===== src/rtl/ov7670_stream_gen_if.sv =====
// rtl/ov7670_stream_gen_if.sv - parallel camera bus carried from the stream generator to a capture path
// Signals:
//   vsync       frame sync, active high
//   href        line valid, active high
//   d[7:0]      data byte, one per pclk
//   frame_start one-cycle pulse on the first vsync cycle of a frame
//   frame_done  one-cycle pulse on the last cycle of the vertical front porch
// Modports: master drives the bus (generator), slave observes it (capture/bench).
interface ov7670_stream_gen_if;
    logic       vsync;
    logic       href;
    logic [7:0] d;
    logic       frame_start;
    logic       frame_done;

    modport master (output vsync, output href, output d, output frame_start, output frame_done);
    modport slave  (input  vsync, input  href, input  d, input  frame_start, input  frame_done);
endinterface


===== src/rtl/ov7670_stream_gen.sv =====
// rtl/ov7670_stream_gen.sv - OV7670-style VSYNC/HREF/D YUV422 stream generator with synthetic luma patterns
// Ports:
//   pclk        byte clock, one byte per cycle
//   rst_n       asynchronous active-low reset
//   en          run enable, checked in IDLE and at the end of the front porch
//   mode[1:0]   0 horizontal gradient, 1 checker, 2 vertical gradient, 3 solid
//   level[7:0]  luma used by the solid pattern
//   cam         camera bus (master side)
module ov7670_stream_gen #(
    parameter int         H_ACTIVE      = 640,
    parameter int         V_ACTIVE      = 480,
    parameter int         H_BLANK       = 288,
    parameter int         VSYNC_LINES   = 3,
    parameter int         VBP_LINES     = 17,
    parameter int         VFP_LINES     = 10,
    parameter int         Y_ON_ODD_BYTE = 1,
    parameter logic [7:0] CHROMA        = 8'h80
) (
    input  logic                       pclk,
    input  logic                       rst_n,
    input  logic                       en,
    input  logic [1:0]                 mode,
    input  logic [7:0]                 level,
    ov7670_stream_gen_if.master        cam
);

    localparam int LINE_CYC  = 2 * H_ACTIVE + H_BLANK;
    localparam int TOT_LINES = VSYNC_LINES + VBP_LINES + V_ACTIVE + VFP_LINES;
    localparam int BC_W      = $clog2(LINE_CYC);
    localparam int LN_W      = $clog2(TOT_LINES + 1);

    localparam logic [BC_W-1:0] BC_LAST  = BC_W'(LINE_CYC - 1);
    localparam logic [BC_W-1:0] HREF_END = BC_W'(2 * H_ACTIVE);
    localparam logic [LN_W-1:0] VFP_LAST = LN_W'(VFP_LINES - 1);

    localparam logic [2:0] S_IDLE   = 3'd0;
    localparam logic [2:0] S_VSYNC  = 3'd1;
    localparam logic [2:0] S_VBP    = 3'd2;
    localparam logic [2:0] S_ACTIVE = 3'd3;
    localparam logic [2:0] S_VFP    = 3'd4;

    logic [2:0]      state, state_n, seg_next;
    logic [BC_W-1:0] bc, bc_n;
    logic [LN_W-1:0] ln, ln_n, seg_last;
    logic [1:0]      mode_q;
    logic [7:0]      level_q;
    logic            line_end;
    logic            href_n;
    logic            is_y;
    logic [7:0]      x8, y8, luma, byte_n;

    // Length and successor of the current vertical segment.
    always_comb begin
        seg_last = '0;
        seg_next = S_IDLE;
        case (state)
            S_VSYNC:  begin seg_last = LN_W'(VSYNC_LINES - 1); seg_next = S_VBP;    end
            S_VBP:    begin seg_last = LN_W'(VBP_LINES - 1);   seg_next = S_ACTIVE; end
            S_ACTIVE: begin seg_last = LN_W'(V_ACTIVE - 1);    seg_next = S_VFP;    end
            S_VFP:    begin seg_last = VFP_LAST;               seg_next = en ? S_VSYNC : S_IDLE; end
            default:  ;
        endcase
    end

    assign line_end = (bc == BC_LAST);

    always_comb begin
        state_n = state;
        bc_n    = '0;
        ln_n    = '0;
        if (state == S_IDLE) begin
            if (en) state_n = S_VSYNC;
        end else if (state > S_VFP) begin
            state_n = S_IDLE;
        end else begin
            bc_n = line_end ? '0 : bc + BC_W'(1);
            ln_n = line_end ? ln + LN_W'(1) : ln;
            if (line_end && (ln == seg_last)) begin
                ln_n    = '0;
                state_n = seg_next;
            end
        end
    end

    // Outputs are derived from the next-state values so that every bus signal
    // is registered on the same edge as the state it describes.
    assign href_n = (state_n == S_ACTIVE) && (bc_n < HREF_END);
    assign x8     = 8'(bc_n >> 1);
    assign y8     = 8'(ln_n);
    assign is_y   = (Y_ON_ODD_BYTE != 0) ? bc_n[0] : ~bc_n[0];

    always_comb begin
        case (mode_q)
            2'd0:    luma = x8;
            2'd1:    luma = (x8[5] ^ y8[5]) ? 8'hFF : 8'h00;
            2'd2:    luma = y8;
            default: luma = level_q;
        endcase
    end

    assign byte_n = href_n ? (is_y ? luma : CHROMA) : 8'h00;

    always_ff @(posedge pclk or negedge rst_n) begin
        if (!rst_n) begin
            state           <= S_IDLE;
            bc              <= '0;
            ln              <= '0;
            mode_q          <= 2'd0;
            level_q         <= 8'h00;
            cam.vsync       <= 1'b0;
            cam.href        <= 1'b0;
            cam.d           <= 8'h00;
            cam.frame_start <= 1'b0;
            cam.frame_done  <= 1'b0;
        end else begin
            state           <= state_n;
            bc              <= bc_n;
            ln              <= ln_n;
            // Pattern controls are frozen for a whole frame at VSYNC entry.
            if (state_n == S_VSYNC && state != S_VSYNC) begin
                mode_q  <= mode;
                level_q <= level;
            end
            cam.vsync       <= (state_n == S_VSYNC);
            cam.href        <= href_n;
            cam.d           <= byte_n;
            cam.frame_start <= (state_n == S_VSYNC) && (state != S_VSYNC);
            cam.frame_done  <= (state_n == S_VFP) && (bc_n == BC_LAST) && (ln_n == VFP_LAST);
        end
    end

endmodule


===== src/flat_wrapper.sv =====
// flat-port wrapper written by rule: the top's interface ports become plain ports
module ov7670_stream_gen_flat 
#(
    parameter int         H_ACTIVE      = 640,
    parameter int         V_ACTIVE      = 480,
    parameter int         H_BLANK       = 288,
    parameter int         VSYNC_LINES   = 3,
    parameter int         VBP_LINES     = 17,
    parameter int         VFP_LINES     = 10,
    parameter int         Y_ON_ODD_BYTE = 1,
    parameter logic [7:0] CHROMA        = 8'h80
)
  (pclk, rst_n, en, mode, level, cam_vsync, cam_href, cam_d, cam_frame_start, cam_frame_done);
  ov7670_stream_gen_if cam_i ();
  input  logic pclk;
  input  logic rst_n;
  input  logic en;
  input  logic [1:0] mode;
  input  logic [7:0] level;
  output wire logic [$bits(cam_i.vsync)-1:0] cam_vsync;
  output wire logic [$bits(cam_i.href)-1:0] cam_href;
  output wire logic [$bits(cam_i.d)-1:0] cam_d;
  output wire logic [$bits(cam_i.frame_start)-1:0] cam_frame_start;
  output wire logic [$bits(cam_i.frame_done)-1:0] cam_frame_done;
  assign cam_vsync = cam_i.vsync;
  assign cam_href = cam_i.href;
  assign cam_d = cam_i.d;
  assign cam_frame_start = cam_i.frame_start;
  assign cam_frame_done = cam_i.frame_done;
  ov7670_stream_gen #(.H_ACTIVE(H_ACTIVE), .V_ACTIVE(V_ACTIVE), .H_BLANK(H_BLANK), .VSYNC_LINES(VSYNC_LINES), .VBP_LINES(VBP_LINES), .VFP_LINES(VFP_LINES), .Y_ON_ODD_BYTE(Y_ON_ODD_BYTE), .CHROMA(CHROMA)) u_core (.pclk(pclk), .rst_n(rst_n), .en(en), .mode(mode), .level(level), .cam(cam_i));
endmodule

===== config.mk =====
export PLATFORM = sky130hd
export DESIGN_NAME = ov7670_stream_gen_flat
export DESIGN_NICKNAME = d
export VERILOG_FILES = /design/src/rtl/ov7670_stream_gen_if.sv /design/src/rtl/ov7670_stream_gen.sv /design/src/flat_wrapper.sv
export SDC_FILE = /design/constraint.sdc
export NUM_CORES = 1
export LEC_CHECK = 0
export BUFFER_PORTS_ARGS = -buffer_cell sky130_fd_sc_hd__clkbuf_2
export CORE_MARGIN = 2
export CORE_UTILIZATION = 55
export CTS_CLUSTER_SIZE = 14
export DETAILED_ROUTE_END_ITERATION = 8
export PLACE_DENSITY = 0.81
export SLEW_MARGIN = 20
export SYNTH_ARGS = -nofsm -noshare
export SYNTH_HDL_FRONTEND = slang
export SYNTH_SLANG_ARGS = --single-unit

===== constraint.sdc =====
create_clock -name pclk -period 7.99 [get_ports pclk]
set_input_delay 1.1985 -clock pclk [delete_from_list [all_inputs] [get_ports pclk]]
set_output_delay 1.1985 -clock pclk [all_outputs]
set_load 0.005 [all_outputs]

==> impl_results.md <==
- Routed length per instance: 15.7 um
- Worst-margin pin slew: 0.918 ns
- Reg power frac: 0.603
- Worst Skew: 0.00847 ns
- Post-Synthesis Cells: 244
- GPL Wtd Cong: 0.928
- Worst setup path class: reg -> reg
- Area contributors post-synth: dfrtp_1 (46%), xnor2_1 (5.4%), nor2_1 (5.1%)
- Slew Viols, Final: 0
- Post-synth top area cell: dfrtp_1
- Pwr/cell area: 144 nW/um^2
- Die Ht: 70.4 um
- Crit Reg-Reg Endpoint: u_core.mode_q[0]$_DFFE_PN0P_
- Worst reg2reg startpoint: u_core.bc[0]$_DFF_PN0_
- Initial antenna violation count: 0
- Final HPWL DP: 3730 um
- Vias in the first global route: 1748
- Switching power: 0.0000853 W
- Via density per instance: 5.82
- Tot GR Track Use: 0.225
- Max_slew headroom: 0.386
- Largest family of logic cells by synthesized area: simple AND/OR/NAND/NOR gates
- Commonest cells after routing, fill and taps aside: dfrtp_1 (45), nor2_1 (33), clkbuf_2 (23)
- Die area: 4950 um^2
- Outcome: finished clean
- Final hold vios: 0
- Post-synth ARST share: 1.00
- # clock sinks: 45
- CP endpoint: u_core.mode_q[0]$_DFFE_PN0P_
- Post-synthesis mux area share: 0.0547
- Post-Synth XOR/XNOR Area: 0.0723
- Fmax: 275 MHz
- Footprint of the multi-input gates: 1170 um^2
- # fillers: 381
- DR vias: 1846
- Post-synth top area share: 0.465
- DRT Wirelength: 4980 um
- Final Critical Period: 3.64 ns
- Clock Path Buffers: 2
- Root Driver: clkbuf_8
- R2R Setup Slk: 4.35 ns
- CTS tree: built
- Leakage: 1.20 nW
- Pwr Total: 0.000377 W
- Post-synth EDFFs: 0
- Initial core utilization: 0.564
- Switching Fraction: 0.226
- Post-Synth Adder-Cell Area: 0.0103
- Seq/Total Area, Yosys: 0.465
- Simple-gate share of the synthesized area: 0.230
- Critical Path AT: 3.84 ns
- H-tree levels: 2
- Final period util: 0.456
- Top Ports: 25
- Req. time, crit path: 8.18 ns
- Clock Latency Late Sink: 0.31 ns
- Max FO, Critical Path: 11
- ANT cells: 0
- Nets: 279
- Synthesis-stage register bit count: 45
- Post-CTS Setup Bufs: 0
- HP Class: reg -> reg
- # resized after CTS: 0
- Max-cap violations: 0
- Setup TNS: 0 ns
- ANT nets after route: 0
- Area Overhead vs Synth: 7.95%
- Mapped cell area: 2420 um^2
- Syn_nets: 259
- Yosys warning count: 0
- Core Area: 4290 um^2
- Cts hold-fix bufs: 0
- GRT overflow: 0
- Post-synthesis compound-gate area fraction: 0.118
- Avg Inst Size Synth: 9.93 um^2
- Most common cell after layout, fill and taps aside: dfrtp_1
- First-pass GRT wire length: 8510 um
- Total CTS buffers: 5
- DRT iter0 DRCs: 131
- Row count: 24
- Maximum vdd drop: 0.104 mV
- Comb pwr share: 0.020
- Largest net degree at the start of global routing: 46
- Final setup viols: 0
- Worst Setup Start Kind: flip-flop
- Port-buffer cells: 24
- Register cell area after layout: 1130 um^2
- Initial DRT Pass Iterations: 4
- Yosys cell types: 54
- Power share of the clock group: 0.377
- Crit end category: flip-flop
- Layout cells sized above 1: 0.204
- RSZ-0062 raised after global routing: no
- CP startpoint: u_core.bc[0]$_DFF_PN0_
- Register clock-pin slew on the reported worst setup and hold paths: 0.09 ns
- Die X: 70.4 um
- Main synth FF type: dfrtp_1
- Residual DRC: 0
- Worst r2r path cells: 8
- Internal Power: 0.000292 W
stage by stage:
stage | hold slack, ns | worst slack [ns] | instance area (um^2) | std cells | util
3_5_place_dp | 0.498 | 4.35 | 2520 | 309 | 0.588
6_report | 0.515 | 4.35 | 2620 | 317 | 0.609
3_3_place_gp | 0.491 | 4.44 | 2520 | 309 | 0.588
4_1_cts | 0.519 | 4.36 | 2610 | 317 | 0.609
2_1_floorplan | 0.481 | 4.90 | 2420 | 244 | -
5_1_grt | 0.535 | 4.09 | 2620 | 317 | 0.609
metal layers:
metal / vias up / part of all wire / wire length (um) / GRT usage
li1: 917 / - / - / -
met1: 874 / 0.48 / 2380 / 0.324
met2: 45 / 0.45 / 2250 / 0.327
met3: 10 / 0.044 / 220 / 0.0462
met4: 0 / 0.024 / 118 / 0.105
met5: - / 0 / 0 / 0
power groups by stage:
stage	Clock, W	Combinational, W	Sequential [W]
2_1_floorplan	0	0.000000623	0.000232
3_3_place_gp	0	0.00000781	0.000232
3_5_place_dp	0	0.00000796	0.000232
4_1_cts	0.000146	0.00000796	0.000228
5_1_grt	0.000158	0.00000924	0.000228
6_report	0.000142	0.00000766	0.000227
how the worst min path moves through the flow:
stage	from	end	slack, ns	cells after the start
2_1_floorplan	u_core.level_q[5]$_DFFE_PN0P_	u_core.level_q[5]$_DFFE_PN0P_	0.48	1
3_3_place_gp	u_core.level_q[1]$_DFFE_PN0P_	u_core.level_q[1]$_DFFE_PN0P_	0.49	1
3_5_place_dp	u_core.level_q[4]$_DFFE_PN0P_	u_core.level_q[4]$_DFFE_PN0P_	0.50	1
4_1_cts	u_core.level_q[4]$_DFFE_PN0P_	u_core.level_q[4]$_DFFE_PN0P_	0.52	1
5_1_grt	u_core.level_q[2]$_DFFE_PN0P_	u_core.level_q[2]$_DFFE_PN0P_	0.54	1
6_report	u_core.level_q[6]$_DFFE_PN0P_	u_core.level_q[6]$_DFFE_PN0P_	0.52	1
critical path, stage by stage (launching register included):
cell and delay (ns):
dfrtp_1 0.41, ha_1 0.22, nand4_1 0.24, or4_1 0.69, or3_4 0.44, a211oi_4 0.28, nor2_1 0.12, nor2_1 0.72
mux2_2 0.41
sequential cells by signal, indices dropped and copies added (netlist names):
register / count
u_core.state: 3
u_core.bc: 11
u_core.cam.vsync: 1
u_core.cam.frame_start: 1
u_core.cam.href: 1
u_core.level_q: 8
u_core.cam.frame_done: 1
u_core.cam.d: 8
u_core.mode_q: 2
u_core.ln: 9
kinds of logic after synthesis:
kind of cell,count (synthesis)
muxes,12
and+or+nand+nor,106
AOI/OAI and AO/OA,38
xor gates and xnor gates,20
adders and majority gates,2
DFF,45
buffers and inverters,21
synth_stat cells (all sizes together), types with 3 or more instances:
master,n
xor2,5
nand2,21
nand4,4
clkbuf,4
nor4,5
and4,5
a211oi,6
or4,4
buf,6
o22ai,3
mux2,10
xnor2,15
a21oi,6
or4b,3
nor3,4
or2,5
nor2,33
and3,3
o21ai,4
dfrtp,45
or3,3
a311oi,3
inv,10
a2bb2oi,3
nand3,10
layout make-up:
class / instances / area share
multi-input combinational: 178 / 0.449
sequential: 45 / 0.430
timing repair buffer: 24 / 0.0469
clock buffer: 5 / 0.0263
tap: 52 / 0.0249
inverter: 10 / 0.0143
clock inverter: 3 / 0.00813
Note: power is estimated with default switching activity, not from simulation.
